<file path="src/rtl/uart_pkg.sv">
// rtl/uart_pkg.sv - shared constants, state encodings and baud divider helper for the UART receiver
package uart_pkg;

    localparam int CLK_HZ = 50000000;

    // Bit timer width; holds DIV values up to 8191.
    localparam int CNT_W = 13;

    typedef enum logic [2:0] {
        IDLE      = 3'd0,
        START     = 3'd1,
        DATA      = 3'd2,
        PARITY    = 3'd3,
        STOP      = 3'd4,
        WAIT_HIGH = 3'd5
    } state_t;

    function automatic int baud_div(input int rate);
        return CLK_HZ / rate;
    endfunction

endpackage

</file>
<file path="src/rtl/uart_rx_sync.sv">
// rtl/uart_rx_sync.sv - two-flop synchronizer for the serial line plus one edge-detect flop
module uart_rx_sync (
    input  logic clk,
    input  logic rst_n,
    input  logic rx,
    output logic rx_s,
    output logic rx_d
);

    logic rx_meta;

    // Flops reset to 1 so an idle line never looks like a start edge out of reset.
    always_ff @(posedge clk or negedge rst_n) begin
        if (!rst_n) begin
            rx_meta <= 1'b1;
            rx_s    <= 1'b1;
            rx_d    <= 1'b1;
        end else begin
            rx_meta <= rx;
            rx_s    <= rx_meta;
            rx_d    <= rx_s;
        end
    end

endmodule

</file>
<file path="src/rtl/uart_rx_deserializer.sv">
// rtl/uart_rx_deserializer.sv - UART receive path, 8N1 by default, 8E1 when UART_RX_PARITY_EN is defined
module uart_rx_deserializer
    import uart_pkg::*;
#(
    parameter int BAUD_RATE = 9600,
    parameter int DATA_BITS = 8
) (
    input  logic       iClk,
    input  logic       iRst,
    input  logic       iRx,
    output logic [7:0] oData,
    output logic       oValid,
    output logic       oFrame_err,
    output logic       oParity_err,
    output logic       oBusy
);

    localparam int DIV   = baud_div(BAUD_RATE);
    localparam int HALF  = DIV / 2;
    localparam int IDX_W = (DATA_BITS > 1) ? $clog2(DATA_BITS) : 1;

    localparam logic [CNT_W-1:0] DIV_M1   = CNT_W'(DIV - 1);
    localparam logic [CNT_W-1:0] HALF_M1  = CNT_W'(HALF - 1);
    localparam logic [IDX_W-1:0] LAST_IDX = IDX_W'(DATA_BITS - 1);

    state_t                 state;
    state_t                 state_nxt;
    logic [CNT_W-1:0]       cnt;
    logic [IDX_W-1:0]       bit_idx;
    logic [DATA_BITS-1:0]   shift;
    logic                   rx_s;
    logic                   rx_d;
    logic                   cnt_clr;
    logic                   shift_en;
    logic                   valid_nxt;
    logic                   ferr_nxt;
    logic                   perr_nxt;
    logic                   par_ok;

    uart_rx_sync u_sync (
        .clk   (iClk),
        .rst_n (iRst),
        .rx    (iRx),
        .rx_s  (rx_s),
        .rx_d  (rx_d)
    );

`ifdef UART_RX_PARITY_EN
    localparam state_t AFTER_DATA = PARITY;
    logic par_smp;

    // Latch the even-parity verdict when the parity bit is sampled.
    always_ff @(posedge iClk or negedge iRst) begin
        if (!iRst)
            par_ok <= 1'b1;
        else if (par_smp)
            par_ok <= ~(^shift ^ rx_s);
    end
`else
    localparam state_t AFTER_DATA = STOP;
    assign par_ok = 1'b1;
`endif

    // State register.
    always_ff @(posedge iClk or negedge iRst) begin
        if (!iRst)
            state <= IDLE;
        else
            state <= state_nxt;
    end

    // Next-state and per-cycle strobes; timer expiry drives every sampling decision.
    always_comb begin
        state_nxt = state;
        cnt_clr   = 1'b0;
        shift_en  = 1'b0;
        valid_nxt = 1'b0;
        ferr_nxt  = 1'b0;
        perr_nxt  = 1'b0;
`ifdef UART_RX_PARITY_EN
        par_smp   = 1'b0;
`endif
        case (state)
            IDLE: begin
                cnt_clr = 1'b1;
                if (rx_d && !rx_s)
                    state_nxt = START;
            end
            START: begin
                if (cnt == HALF_M1) begin
                    cnt_clr   = 1'b1;
                    state_nxt = rx_s ? IDLE : DATA;
                end
            end
            DATA: begin
                if (cnt == DIV_M1) begin
                    cnt_clr  = 1'b1;
                    shift_en = 1'b1;
                    if (bit_idx == LAST_IDX)
                        state_nxt = AFTER_DATA;
                end
            end
`ifdef UART_RX_PARITY_EN
            PARITY: begin
                if (cnt == DIV_M1) begin
                    cnt_clr   = 1'b1;
                    par_smp   = 1'b1;
                    state_nxt = STOP;
                end
            end
`endif
            STOP: begin
                if (cnt == DIV_M1) begin
                    cnt_clr = 1'b1;
                    if (!rx_s) begin
                        ferr_nxt  = 1'b1;
                        state_nxt = WAIT_HIGH;
                    end else begin
                        valid_nxt = par_ok;
                        perr_nxt  = ~par_ok;
                        state_nxt = IDLE;
                    end
                end
            end
            WAIT_HIGH: begin
                cnt_clr = 1'b1;
                if (rx_s)
                    state_nxt = IDLE;
            end
            default: begin
                cnt_clr   = 1'b1;
                state_nxt = IDLE;
            end
        endcase
    end

    // Bit timer, bit index and shift register; data arrives LSB first so it enters at the MSB.
    always_ff @(posedge iClk or negedge iRst) begin
        if (!iRst) begin
            cnt     <= '0;
            bit_idx <= '0;
            shift   <= '0;
        end else begin
            cnt <= cnt_clr ? '0 : cnt + CNT_W'(1);
            if (state != DATA)
                bit_idx <= '0;
            else if (shift_en)
                bit_idx <= bit_idx + IDX_W'(1);
            if (shift_en)
                shift <= {rx_s, shift[DATA_BITS-1:1]};
        end
    end

    // Registered outputs: data only updates on a good frame, status pulses last one cycle.
    always_ff @(posedge iClk or negedge iRst) begin
        if (!iRst) begin
            oData       <= 8'h00;
            oValid      <= 1'b0;
            oFrame_err  <= 1'b0;
            oParity_err <= 1'b0;
        end else begin
            oValid      <= valid_nxt;
            oFrame_err  <= ferr_nxt;
            oParity_err <= perr_nxt;
            if (valid_nxt)
                oData <= 8'(shift);
        end
    end

    assign oBusy = (state != IDLE);

endmodule
</file>
<file path="config.mk">
export PLATFORM = sky130hd
export DESIGN_NAME = uart_rx_deserializer
export DESIGN_NICKNAME = d
export VERILOG_FILES = /design/src/rtl/uart_pkg.sv /design/src/rtl/uart_rx_sync.sv /design/src/rtl/uart_rx_deserializer.sv
export SDC_FILE = /design/constraint.sdc
export NUM_CORES = 1
export LEC_CHECK = 0
export BUFFER_PORTS_ARGS = -buffer_cell sky130_fd_sc_hd__buf_4
export CAP_MARGIN = 20
export CORE_MARGIN = 10
export CORE_UTILIZATION = 35
export CTS_CLUSTER_DIAMETER = 150
export DETAILED_ROUTE_END_ITERATION = 10
export HOLD_SLACK_MARGIN = 0.06
export SYNTH_ARGS = -nofsm -noshare
export SYNTH_HDL_FRONTEND = slang
export SYNTH_SLANG_ARGS = --single-unit
</file>
<file path="constraint.sdc">
create_clock -name iClk -period 2.4 [get_ports iClk]
set_input_delay 0.12 -clock iClk [delete_from_list [all_inputs] [get_ports iClk]]
set_output_delay 0.12 -clock iClk [all_outputs]
set_load 0.01 [all_outputs]
</file>
==> results.py <==
metrics = {
    "sta": {
        "finalSetupViolCount": 0,
        "finalClockSkew_ns": 0.00908,
        "post-route-min-period_ns": 2.09,
        "final_hold_viol_count": 0,
        "slew_headroom_pct": 64.0,
        "worst_slew_pin_slew_ns": 0.533,
        "hold_slack_ns": 0.332,
        "fin_crit_sh_pct": 87.1,
        "fin_setup_tns_ns": 0,
        "slew_viol_final": 0,
        "rsz0062_at_grt": "false",
        "fmax_mhz": 478,
    },
    "die": {
        "start_util_pct": 35.8,
        "die_h_um": 92.1,
        "dieArea_um2": 8480,
        "row_count": 26,
        "io_pins": 15,
        "core-area_um2": 5070,
        "die_w_um": 92.1,
    },
    "synth": {
        "ys_warn_count": 0,
        "syn-cell-area_um2": 1820,
        "syn_nets": 156,
        "synth_mux_area_share_pct": 11.0,
        "synth.most_common_cell": "dfrtp_1",
        "ys_top_cells_by_count": "dfrtp_1 (37), nor2_1 (20), mux2_2 (16)",
        "ys_ff_latch": 40,
        "synth_largest_area_cell": "dfrtp_1",
        "synthTopCellsByArea": "dfrtp_1 (51%), mux2_2 (9.9%), xnor2_1 (4.8%), dfstp_2 (4.3%), nor2_1 (4.1%)",
        "synth_top_area_share_pct": 50.9,
        "synthAdderAreaFrac_pct": 2.06,
        "synth-seq-area-share_pct": 55.2,
        "ys_types": 39,
        "postSynthAreaPerCell_um2": 12.1,
        "synth_compound_area_share_pct": 3.58,
        "synthXorXnorAreaFrac_pct": 6.26,
        "synth-async-reset-ratio_pct": 100,
        "synth_top_family_by_area": "simple AND/OR/NAND/NOR gates",
        "synth_edf_count": 0,
        "syn_inst": 150,
        "synth-simple-area-share_pct": 18.3,
        "synthFlopType": "dfrtp_1",
    },
    "placed_design": {
        "dpl_cell_area_um2": 1970,
        "gp_routability_congestion": 0.829,
        "portBuffers": 13,
        "placed_cells": 228,
        "hpwl_um": 2250,
    },
    "routing": {
        "drtPass1Iterations": 4,
        "viasPerCell": 4.84,
        "dr_wl_met3_um": 192,
        "wl_per_cell_um": 13.4,
        "wl_met2_um": 1590,
        "drcViolationCount": 0,
        "vias": 1152,
        "antenna_left": 0,
        "top_layer_used": "met4",
        "drtIter0Drc": 79,
        "wl_um": 3190,
        "wl_met1_um": 1370,
    },
    "final_layout": {
        "nets": 173,
        "syn_to_final_growth_pct": 15.7,
        "diodes": 0,
        "design_area_um2": 2100,
        "fin_cells": 238,
        "drive_gt1_share_pct": 28.6,
    },
    "min_path": {
        "min_path_type": "input pin to asynchronous set/reset pin",
    },
    "clock_tree": {
        "cts-buffers-inserted": 5,
        "cts_tree": "built",
        "post_cts_resized": 0,
        "clockBufferDepth": 2,
        "insertion_delay_ns": 0.29,
        "path_clk_slew_ns": 0.08,
        "ctsRootBufferMaster": "clkbuf_8",
        "cts.sinks": 40,
        "cts_max_level": 2,
        "post_cts_buffers": 0,
    },
    "setup_path": {
        "path_class": "flip-flop to flip-flop",
        "required_ns": 2.58,
        "cp_top_family": "simple AND/OR/NAND/NOR gates",
        "cp.arrival_ns": 2.27,
        "cp-end-kind": "flip-flop",
        "slowest_delay_ns": 0.58,
        "path_cells": "or4b_1, nor4b_4, nand4_2, mux2_2",
        "crit_fanout": 9,
        "critPathBufInv": 0,
        "critPathLaunchType": "flip-flop",
        "slowest_stage": "or4b_1",
    },
    "run_status": {
        "status": "completed",
    },
    "pwr": {
        "finalPower_mw": 1.49,
        "vdd.ir_drop.worst_v": 0.000369,
        "p_leak_nw": 0.961,
        "pwr_density_cell_nw_per_um2": 709,
    },
    "grt": {
        "grt_pass1_vias": 1176,
        "grtUsageTotal_pct": 7.95,
        "grt_max_degree": 41,
        "antenna_found_initial": 0,
        "grt_pass1_wl_um": 5550,
        "gr-total-overflow": 0,
    },
    "flow_run": {
        "drv_cap": 0,
    },
}
[state kept, by name, summed over array words and instances, names as in the netlist]
register	cells
cnt	13
oData	8
shift	8
bit_idx	3
state	3
oFrame_err	1
oValid	1
u_sync.rx_d	1
u_sync.rx_meta	1
u_sync.rx_s	1
[timing repair]
| action | CTS | global route |
|---|---|---|
| hold endpoints to repair | 38 | 0 |
| endpoints found under the setup margin | 0 | 0 |
| hold buffers | 2 | 0 |
[placed cells by master (no fill, tap or decap), types with 2 or more instances in the layout]
cell,synthesis,routed
and2_1,2,2
buf_4,3,14
clkbuf_8,0,5
dfrtp_1,37,37
dfstp_2,3,3
dlygate4sd3_1,0,2
ha_1,3,3
inv_1,5,5
mux2_2,16,16
mux2i_1,2,2
nand2_1,6,6
nand2b_1,3,3
nand3_1,4,4
nand4_1,3,3
nor2_1,20,20
nor3_1,3,3
nor4_1,3,3
nor4b_1,2,2
o31ai_1,2,2
xnor2_1,10,10
xor2_1,3,3
[report_power, final]
group	switching [mW]	leakage, nW	internal (mW)
sequential	0.0531	0.538	0.720
combinational	0.0927	0.368	0.0683
clock	0.245	0.0548	0.313
[per-stage QoR]
stage | setup WS [ns] | utilization [%]
6_report | 0.309 | 41.5
5_1_grt | 0.182 | 41.5
4_1_cts | 0.289 | 41.5
3_5_place_dp | 0.290 | 38.8
3_3_place_gp | 0.320 | 38.8
2_1_floorplan | 0.452 | -
[final timing paths]
check                           cells past startpoint            from  slack, ns     endpoint
worst min register to register                      0  u_sync.rx_meta       0.37  u_sync.rx_s
worst min-delay path                                2            iRst       0.33      cnt[12]
worst max-delay path                                4          cnt[5]       0.31     oData[0]
worst max register to register                      4          cnt[5]       0.31     oData[0]
min in group iClk                                   0  u_sync.rx_meta       0.37  u_sync.rx_s
max in group asynchronous                           2            iRst       1.70  u_sync.rx_s
[cells by family after synthesis]
family | after synthesis
flip-flops | 40
buffers and inverters | 11
AND/OR/NAND/NOR | 56
XOR/XNOR | 13
adder cells (fa/ha/maj) | 3
AO/OA/AOI/OAI | 8
other | 1
multiplexers | 18
[final cells by class]
| cell class | instances | area [µm²] |
|---|---|---|
| multi-input combinational | 99 | 753 |
| clock buffer | 5 | 68.8 |
| fill | 499 | 2970 |
| clock inverter | 3 | 46.3 |
| tap | 70 | 87.6 |
| sequential | 40 | 1000 |
| inverter | 5 | 18.8 |
| timing repair buffer | 16 | 125 |
[worst reg2reg max path, cell delays in order (launching register included)]
cell,delay (ns)
dfrtp_1,0.44
or4b_1,0.58
nor4b_4,0.26
nand4_2,0.33
mux2_2,0.37
[metal layers]
| layer | track usage [%] | vias to the layer above |
|---|---|---|
| met5 | 0 | - |
| met4 | 2.70 | 0 |
| met3 | 3.67 | 5 |
| met2 | 13.2 | 28 |
| met1 | 8.82 | 568 |
| li1 | - | 551 |
Note: power is estimated with default switching activity, not from simulation.
